==> src/rtl/ddr_port0_frame_writer_pkg.sv <==
// Shared definitions for the DDR frame-buffer writer/reader pair: resolution switch
// codes, per-mode pixel counts, MIG command encodings and the writer FSM states.
package ddr_port0_frame_writer_pkg;

  localparam int PIX_W  = 21;
  localparam int BLEN_W = 7;

  localparam logic [3:0] RES_VGA  = 4'b0000;
  localparam logic [3:0] RES_SVGA = 4'b0001;
  localparam logic [3:0] RES_720P = 4'b0010;
  localparam logic [3:0] RES_XGA  = 4'b0011;

  localparam logic [PIX_W-1:0] PIX_VGA  = 21'd307200;
  localparam logic [PIX_W-1:0] PIX_SVGA = 21'd480000;
  localparam logic [PIX_W-1:0] PIX_XGA  = 21'd786432;
  localparam logic [PIX_W-1:0] PIX_720P = 21'd921600;
  localparam logic [PIX_W-1:0] PIX_SXGA = 21'd1310720;

  localparam logic [2:0] MIG_CMD_WR = 3'b000;
  localparam logic [2:0] MIG_CMD_RD = 3'b001;

  typedef enum logic [1:0] {
    ST_CALIB,
    ST_FILL,
    ST_CMD,
    ST_DRAIN
  } wr_state_e;

  // Words in the next burst: the full burst size, or whatever is left of the frame.
  function automatic logic [BLEN_W-1:0] burst_words(input logic [PIX_W-1:0]  remain,
                                                    input logic [BLEN_W-1:0] burst);
    if (remain < PIX_W'(burst)) return remain[BLEN_W-1:0];
    return burst;
  endfunction

endpackage

==> src/rtl/ddr_port0_frame_writer_res_pixel_lut.sv <==
// Resolution switch to frame pixel count; shared by the frame writer and reader.
module res_pixel_lut
  import ddr_port0_frame_writer_pkg::*;
(
  input  logic [3:0]       res_i,
  output logic [PIX_W-1:0] pixels_o
);

  // Unlisted switch codes fall back to the largest mode (SXGA)
  always_comb begin
    pixels_o = PIX_SXGA;
    case (res_i)
      RES_VGA:  pixels_o = PIX_VGA;
      RES_SVGA: pixels_o = PIX_SVGA;
      RES_XGA:  pixels_o = PIX_XGA;
      RES_720P: pixels_o = PIX_720P;
      default:  pixels_o = PIX_SXGA;
    endcase
  end

endmodule

==> src/rtl/ddr_port0_frame_writer.sv <==
// Packs coloured pixels into the MIG port-0 write FIFO and issues one write command per
// burst, walking a linear frame buffer that wraps back to BASE_ADDR after each frame.
module ddr_port0_frame_writer
  import ddr_port0_frame_writer_pkg::*;
#(
  parameter int          BURST          = 64,
  parameter logic [29:0] BASE_ADDR      = 30'd0,
  parameter int          TOTAL_OVERRIDE = 0
) (
  input  logic        clk,
  input  logic        reset,
  input  logic        mem_calib_done,
  input  logic [3:0]  resolution,
  input  logic        update,
  input  logic [23:0] pix_data,
  input  logic        pix_valid,
  output logic        pix_ready,
  output logic [31:0] wr_data,
  output logic [3:0]  wr_mask,
  output logic        wr_en,
  input  logic        wr_full,
  input  logic        wr_empty,
  output logic [2:0]  cmd_instr,
  output logic [5:0]  cmd_bl,
  output logic [29:0] cmd_byte_addr,
  output logic        cmd_en,
  input  logic        cmd_full,
  output logic        frame_done
);

  logic [PIX_W-1:0]  lut_pixels;
  logic [PIX_W-1:0]  total_src;

  logic              calib_s1_q, calib_s2_q;
  wr_state_e         state_q, state_d;
  logic [PIX_W-1:0]  index_q, index_d;
  logic [PIX_W-1:0]  total_q, total_d;
  logic [BLEN_W-1:0] fill_q, fill_d;
  logic [BLEN_W-1:0] blen_q, blen_d;
  logic              upd_pend_q, upd_pend_d;
  logic              cmd_en_q, cmd_en_d;
  logic [2:0]        cmd_instr_q, cmd_instr_d;
  logic [5:0]        cmd_bl_q, cmd_bl_d;
  logic [29:0]       cmd_addr_q, cmd_addr_d;
  logic              frame_done_q, frame_done_d;
  logic              accept;

  res_pixel_lut u_lut (
    .res_i    (resolution),
    .pixels_o (lut_pixels)
  );

  // A nonzero override shortens the frame so a whole frame fits in a short simulation
  assign total_src = (TOTAL_OVERRIDE != 0) ? PIX_W'(TOTAL_OVERRIDE) : lut_pixels;

  // Pixels go straight to the MIG FIFO with no added latency
  assign pix_ready     = (state_q == ST_FILL) && !wr_full && (fill_q < blen_q);
  assign accept        = pix_valid && pix_ready;
  assign wr_en         = accept;
  assign wr_data       = {8'h00, pix_data};
  assign wr_mask       = 4'b0000;
  assign cmd_en        = cmd_en_q;
  assign cmd_instr     = cmd_instr_q;
  assign cmd_bl        = cmd_bl_q;
  assign cmd_byte_addr = cmd_addr_q;
  assign frame_done    = frame_done_q;

  // Next-state logic: burst fill, command issue, FIFO drain and pending-update handling
  always_comb begin
    state_d      = state_q;
    index_d      = index_q;
    total_d      = total_q;
    fill_d       = fill_q;
    blen_d       = blen_q;
    upd_pend_d   = upd_pend_q;
    cmd_en_d     = 1'b0;
    cmd_instr_d  = cmd_instr_q;
    cmd_bl_d     = cmd_bl_q;
    cmd_addr_d   = cmd_addr_q;
    frame_done_d = 1'b0;
    case (state_q)
      ST_CALIB: begin
        // Nothing is in flight yet, so an update takes effect at once
        upd_pend_d = 1'b0;
        if (update || upd_pend_q) begin
          total_d = total_src;
          index_d = '0;
        end
        if (calib_s2_q) begin
          state_d = ST_FILL;
          fill_d  = '0;
          blen_d  = burst_words(total_d - index_d, BLEN_W'(BURST));
        end
      end
      ST_FILL: begin
        if (update) upd_pend_d = 1'b1;
        if (accept) fill_d = fill_q + 1'b1;
        if (fill_d == blen_q) state_d = ST_CMD;
      end
      ST_CMD: begin
        if (update) upd_pend_d = 1'b1;
        if (!cmd_full) begin
          cmd_en_d    = 1'b1;
          cmd_instr_d = MIG_CMD_WR;
          cmd_bl_d    = 6'(blen_q - 1'b1);
          cmd_addr_d  = BASE_ADDR + 30'({index_q, 2'b00});
          if (index_q + PIX_W'(blen_q) == total_q) begin
            index_d      = '0;
            frame_done_d = 1'b1;
          end else begin
            index_d = index_q + PIX_W'(blen_q);
          end
          state_d = ST_DRAIN;
        end
      end
      ST_DRAIN: begin
        if (update) upd_pend_d = 1'b1;
        if (wr_empty) begin
          // The in-flight burst is done; a pending update restarts the frame here, once
          if (upd_pend_q || update) begin
            total_d    = total_src;
            index_d    = '0;
            upd_pend_d = 1'b0;
          end
          state_d = ST_FILL;
          fill_d  = '0;
          blen_d  = burst_words(total_d - index_d, BLEN_W'(BURST));
        end
      end
      default: state_d = ST_CALIB;
    endcase
  end

  // State, counters, command registers and the calibration synchroniser
  always_ff @(posedge clk) begin
    if (reset) begin
      calib_s1_q   <= 1'b0;
      calib_s2_q   <= 1'b0;
      state_q      <= ST_CALIB;
      index_q      <= '0;
      total_q      <= total_src;
      fill_q       <= '0;
      blen_q       <= '0;
      upd_pend_q   <= 1'b0;
      cmd_en_q     <= 1'b0;
      cmd_instr_q  <= 3'b000;
      cmd_bl_q     <= '0;
      cmd_addr_q   <= '0;
      frame_done_q <= 1'b0;
    end else begin
      calib_s1_q   <= mem_calib_done;
      calib_s2_q   <= calib_s1_q;
      state_q      <= state_d;
      index_q      <= index_d;
      total_q      <= total_d;
      fill_q       <= fill_d;
      blen_q       <= blen_d;
      upd_pend_q   <= upd_pend_d;
      cmd_en_q     <= cmd_en_d;
      cmd_instr_q  <= cmd_instr_d;
      cmd_bl_q     <= cmd_bl_d;
      cmd_addr_q   <= cmd_addr_d;
      frame_done_q <= frame_done_d;
    end
  end

endmodule
==> config.mk <==
export PLATFORM = sky130hd
export DESIGN_NAME = ddr_port0_frame_writer
export DESIGN_NICKNAME = d
export VERILOG_FILES = /design/src/rtl/ddr_port0_frame_writer_pkg.sv /design/src/rtl/ddr_port0_frame_writer_res_pixel_lut.sv /design/src/rtl/ddr_port0_frame_writer.sv
export SDC_FILE = /design/constraint.sdc
export NUM_CORES = 1
export LEC_CHECK = 0
export CAP_MARGIN = 20
export CORE_AREA = 3 3 134 136
export DETAILED_ROUTE_END_ITERATION = 10
export DIE_AREA = 0 0 137 139
export HOLD_SLACK_MARGIN = 0.05
export PLACE_DENSITY = 0.67
export SETUP_SLACK_MARGIN = 0.05
export SLEW_MARGIN = 25
export SYNTH_ARGS = -nofsm -noshare
export SYNTH_HDL_FRONTEND = slang
export SYNTH_SLANG_ARGS = --single-unit
export TNS_END_PERCENT = 50
==> constraint.sdc <==
create_clock -name clk -period 4.8 [get_ports clk]
set_input_delay 0.48 -clock clk [delete_from_list [all_inputs] [get_ports clk]]
set_output_delay 0.48 -clock clk [all_outputs]
set_load 0.01 [all_outputs]
**After elaboration in Yosys (flattened, before gate mapping)**

Cells that the tools add are included.

- $add $sub $neg: 5
- Order comparisons: 3
- Equal/unequal tests: 13
- Mux-type cells: 45
- Bitwise logic cells: 2
- Reduce and logical (&&, ||, !) cells: 20

Operators with widths:

| operator | count |
|---|---|
| 21-bit 2-to-1 mux | 13 |
| 21-bit case mux with 4 select lines | 1 |
| 7-bit 2-to-1 mux | 10 |
| 21-bit case mux with 3 select lines | 1 |
| 21-bit by 7-bit less-than comparator with 1-bit output (second input constant) | 2 |
| 21-bit case mux with 2 select lines | 1 |
| 21-bit subtractor | 2 |
| 21-bit by 7-bit adder with 21-bit output | 1 |
| 21-bit == test | 1 |
| 7-bit case mux with 3 select lines | 1 |
| 7-bit case mux with 2 select lines | 1 |
| 1-bit 2-to-1 mux | 11 |
| 3-bit AND reduction | 3 |
| 3-bit nonzero test | 3 |
| 4-bit by 2-bit == test with 1-bit output (second input constant) | 2 |
| 2-bit 2-to-1 mux | 4 |
| 2-bit case mux with 4 select lines | 1 |
| 7-bit by 1-bit adder with 7-bit output (second input constant) | 1 |
| 7-bit == test | 1 |
| 7-bit less-than comparator | 1 |
| 2-bit != test (second input constant) | 3 |
| 6-bit by 1-bit subtractor with 6-bit output (second input constant) | 1 |
| 2-bit == test (second input constant) | 2 |
| 4-bit by 1-bit == test with 1-bit output (second input constant) | 1 |
| other kinds (15) | 20 |

- Flip-flop bits (word level): 90
- Bits of input ports: 36
- Output and inout port bits: 79
- Logic and storage cells: 100

**Logic depth before layout (Yosys ltp)**

- Depth after elaboration: 13
- Mapped depth: 16
- Depth with buffers taken out: 14

**By module**

From an unflattened synthesis, not the netlist that was laid out.

- Cells, all modules: 961
- Area, all modules: 7512.2 µm²

By module, submodules not included:

| module | instances | cells each | area each (µm²) | seq. area each (µm²) |
|---|---|---|---|---|
| ddr_port0_frame_writer | 1 | 935 | 7327.0 | 2011.9 |
| res_pixel_lut | 1 | 26 | 185.2 | 0.0 |

**Least setup slack after synthesis**

No wires, ideal clock.

- Kind: in2reg
- Start point: input update
- End point: register blen_q[2]
- Library setup time: 0.075 ns
- Arrival time: 3.890 ns
- Required time: 4.725 ns
- Slack: 0.835 ns
- Cell stages on the path: 14
- Buffers on the path: 2
- Path through: nor2_1 -> clkbuf_1 -> buf_1 -> nand2_1 -> fa_1 -> a211oi_1 -> o21bai_1 -> and3_1 -> a211oi_1 -> mux2i_1 -> nand3_1 -> a2111oi_0 -> nand4_1 -> o21ai_0

- Cells in the longest elaborated chain, start to end: 12
- Elaborated cells on any way between the ends: 26
- Classes of those cells: 2 x add/sub; 2 x order compare; 21 x mux; 1 x reduce/logical

Ends and longest elaborated chain:

| element | RTL line | text |
|---|---|---|
| from (decl) | ddr_port0_frame_writer.sv:14 | `input logic update,` |
| 1-bit logical OR (*) | ddr_port0_frame_writer.sv:85, ddr_port0_frame_writer.sv:120 |  |
| 21-bit 2-to-1 mux | ddr_port0_frame_writer.sv:85, ddr_port0_frame_writer.sv:120 |  |
| 21-bit 2-to-1 mux | ddr_port0_frame_writer.sv:118 | `if (wr_empty) begin` |
| 21-bit 2-to-1 mux | ddr_port0_frame_writer.sv:81 | `case (state_q)` |
| 21-bit subtractor | ddr_port0_frame_writer.sv:127 | `blen_d = burst_words(total_d - index_d, BLEN_W'(BURST));` |
| 21-bit by 7-bit less-than comparator with 1-bit output | ddr_port0_frame_writer_pkg.sv:32 | `if (remain < PIX_W'(burst)) return remain[BLEN_W-1:0];` |
| 1-bit 2-to-1 mux | ddr_port0_frame_writer_pkg.sv:32 |  |
| 1-bit 2-to-1 mux | ddr_port0_frame_writer.sv:118 |  |
| 1-bit 2-to-1 mux | ddr_port0_frame_writer.sv:81 |  |
| 7-bit 2-to-1 mux | ddr_port0_frame_writer_pkg.sv:33 | `return burst;` |
| 7-bit 2-to-1 mux | ddr_port0_frame_writer.sv:118 |  |
| 7-bit case mux with 2 select lines (*) | ddr_port0_frame_writer.sv:81 |  |
| to (signal assigned) | ddr_port0_frame_writer.sv:157 | `blen_q <= blen_d;` |
| to (decl) | ddr_port0_frame_writer.sv:39 | `logic [BLEN_W-1:0] blen_q, blen_d;` |

Mark *: on every way between the ends. The rest lies on a longest branch, timed or not. The select of a mux whose other input is x is not followed.
A chain may end at the register's enable or synchronous reset.

**Worst setup path in the final report**

- Start point: input update
- End point: register blen_q[3]

Same word-level chain as after synthesis.

==> flow_summary.yaml <==
routing:
  drc: 0
  drtAntennaViolNets: 0
  route.final.wire_length_um: 17510
  viasPerCell: 5.420
  wl_per_cell_um: 16.45
  drt_iter0_markers: 481
  drt_pass1_iterations: 4
  vias: 5767
place:
  place_area_um2: 7156
  place_ws_ns: 0.3296
  gp_congestion: 0.9203
  port_buffers: 42
  hpwl_um: 13680
clocking:
  cts_hold_buf: 0
  post-cts-setup-buffers: 0
  root_buffer: "clkbuf_16"
  clock-sinks: 90
  numCtsBuffers: 9
  clk_latency_ns: 0.34
  clk_pin_slew_ns: 0.07
  cts_buffer_depth: 2
  cts_tree: "built"
  cts_resized: 0
  h-tree-depth: 3
layout:
  fin_util: 0.4374
  design_area_um2: 7461
  nets: 913
  drive_gt1_frac: 0.05602
  n_antenna_cell: 0
  areaGrowthSynthToFinish_pct: 8.596
synthesis:
  syn_inst: 842
  synth_area_leader_cell: "dfxtp_1"
  syn_area_per_cell_um2: 8.160
  synthArstFlopShare: 0
  synth_top_area_frac: 0.2011
  synth_most_common_cell: "nand2_1"
  synth_edf_count: 21
  synth_seq_area_share: 0.2928
  netlist_area_um2: 6870
  yosys_warnings: 0
  post_synth_most_frequent_cells: "nand2_1 (119), dfxtp_1 (69), a21oi_1 (61)"
  synth_cell_type_count: 81
  synthFlopType: "dfxtp_1"
  synthTopCellsByArea: "dfxtp_1 (20%), edfxtp_1 (9.2%), ha_1 (7.5%)"
  synth-seq-cells: 90
setup_path:
  reg2regPathDepth: 14
  critPathLaunch: "update"
  critPathLaunchType: "input port"
  crit_path_end_kind: "register"
  rrSetupSlack_ns: 0.90
  required_ns: 5.06
  crit_type: "input port to register"
  worst-path-max-fanout: 9
  r2r-start: "upd_pend_q$_SDFF_PP0_"
  cp_slowest_stage_delay_ns: 0.45
  worstSetupEndpoint: "blen_q[3]$_SDFFE_PP0P_"
  r2r-end: "blen_q[3]$_SDFFE_PP0P_"
  crit_arrival_ns: 4.46
  cp_cell_sequence: "clkdlybuf4s50_1, or2_2, and3_1, a21oi_1, inv_1, ha_1, a21o_1, a21oi_1, o21ai_0, a211oi_1, mux2i_1, nand3_1, a2111oi_0, nand4_1, o21ai_0"
  crit_slowest_cell: "clkdlybuf4s50_1"
power_and_ir_drop:
  ir_drop_v: 0.0001843
  p_leak_nw: 2.826
  power_density_nw_per_um2: 411.2
sta:
  fmax_mhz: 238.0
  layout_min_cycle_time_ns: 4.202
  finalSetupViolCount: 0
  rsz0062_at_grt: "no"
  fin_tns_setup_ns: 0
  hold_violations: 0
  slew_violations: 0
  skew_ns: 0.009372
  timing.final.crit_share: 0.8755
  setup_slack_ns: 0.5976
  slew_headroom: 0.4280
  worst_pin_slew_ns: 0.8580
floorplanning:
  die_h_um: 139
  initial_core_util: 0.4028
  rows: 48
  ios: 115
  core_um2: 17060
  die_w_um: 137
  die_area_um2: 19040
status:
  status: "finished clean"
global_routing:
  grt_pass1_wl_um: 28870
  antenna_found_initial: 0
  grt_start_max_net_pins: 40
  grt_pass1_vias: 5494
  gr-total-overflow: 0
  grt.total_usage: 0.1885
flow_run:
  maxCapViolCount: 0
worst_hold_path:
  min_path_type: "register to register"
sequential cells by signal (all words and copies together), names as in the netlist, 2 cells and up:
signal / cells
index_q: 21
cmd_byte_addr: 21
blen_q: 7
cmd_bl: 6
state_q: 2
total_q: 21
fill_q: 7
per-layer routing:
| metal | part of all wire | track usage | wire (um) |
|---|---|---|---|
| met5 | 0 | 0 | 0 |
| met4 | 0.018 | 0.06355 | 320 |
| met3 | 0.062 | 0.02721 | 1090 |
| met2 | 0.43 | 0.2822 | 7608 |
| met1 | 0.48 | 0.2763 | 8487 |
worst max-delay path, delay by kind of cell:
kind | cells | cell delay, ns
adder cells (fa/ha/maj) | 1 | 0.36
AO/OA/AOI/OAI | 7 | 1.80
multiplexers | 1 | 0.24
AND/OR/NAND/NOR | 4 | 1.05
buffers and inverters | 2 | 0.52
area by class of cell:
type | instances | area [um2]
clock buffer | 13 | 271.5
clock inverter | 3 | 18.77
fill | 1732 | 9595
inverter | 32 | 120.1
multi-input combinational | 654 | 4304
sequential | 90 | 2012
tap | 225 | 281.5
timing repair buffer | 47 | 452.9
logic make-up (layout without fill, tap and decap cells):
group,Yosys count,count (layout),synth area share
buffers and inverters,121,95,0.09670
DFF,90,90,0.2928
xor gates and xnor gates,66,66,0.09015
muxes,6,6,0.008924
other,1,24,0.0005458
AOI/OAI and AO/OA,210,210,0.2113
adders and majority gates,43,43,0.08050
and+or+nand+nor,305,305,0.2191
worst min-delay path by stage:
stage | endpoint | slack (ns) | cells after the start | start
after floorplan | calib_s2_q$_SDFF_PP0_ | 0.41 | 1 | calib_s1_q$_SDFF_PP0_
after global placement | calib_s2_q$_SDFF_PP0_ | 0.42 | 1 | calib_s1_q$_SDFF_PP0_
after detailed placement | calib_s2_q$_SDFF_PP0_ | 0.43 | 1 | calib_s1_q$_SDFF_PP0_
after CTS | calib_s2_q$_SDFF_PP0_ | 0.44 | 1 | calib_s1_q$_SDFF_PP0_
after global routing | cmd_byte_addr[14]$_SDFFE_PP0P_ | 0.47 | 2 | cmd_byte_addr[14]$_SDFFE_PP0P_
final | calib_s2_q$_SDFF_PP0_ | 0.44 | 1 | calib_s1_q$_SDFF_PP0_
power breakdown:
part | leakage (nW) | switching [mW] | internal [mW]
Sequential | 0.786 | 0.102 | 0.892
Combinational | 1.89 | 0.817 | 0.564
Clock | 0.145 | 0.295 | 0.398
cells in the final DEF (no fill, tap or decap), types with 5 or more instances in the layout:
master,Yosys,final
mux2i_1,5,5
xnor2_1,44,44
nand2b_1,12,12
xor2_1,19,19
buf_4,51,5
inv_1,31,31
o21ai_1,13,13
nor2_1,52,50
a21oi_1,61,61
or3_1,6,6
conb_1,1,24
a211oi_1,15,15
nand2_1,119,119
and2_1,23,23
nor2b_1,11,10
clkdlybuf4s50_1,0,41
nand4_1,13,13
and3_1,9,9
ha_1,41,41
nor3_1,15,15
clkbuf_16,0,10
dfxtp_1,69,69
o21bai_1,8,7
edfxtp_1,21,21
o21ai_0,23,23
a21o_1,23,23
nand3_1,20,20
a2bb2oi_1,8,8
a31oi_1,5,5
through the flow:
step / cells / hold slack (ns) / power, mW
floorplan: 865 / 0.4138 / 2.057
global placement: 1048 / 0.4240 / 2.354
detailed placement: 1048 / 0.4282 / 2.363
CTS: 1064 / 0.4443 / 3.057
global route: 1064 / 0.4690 / 3.288
finish: 1064 / 0.4381 / 3.068
Power figures use the tool's default switching activity.
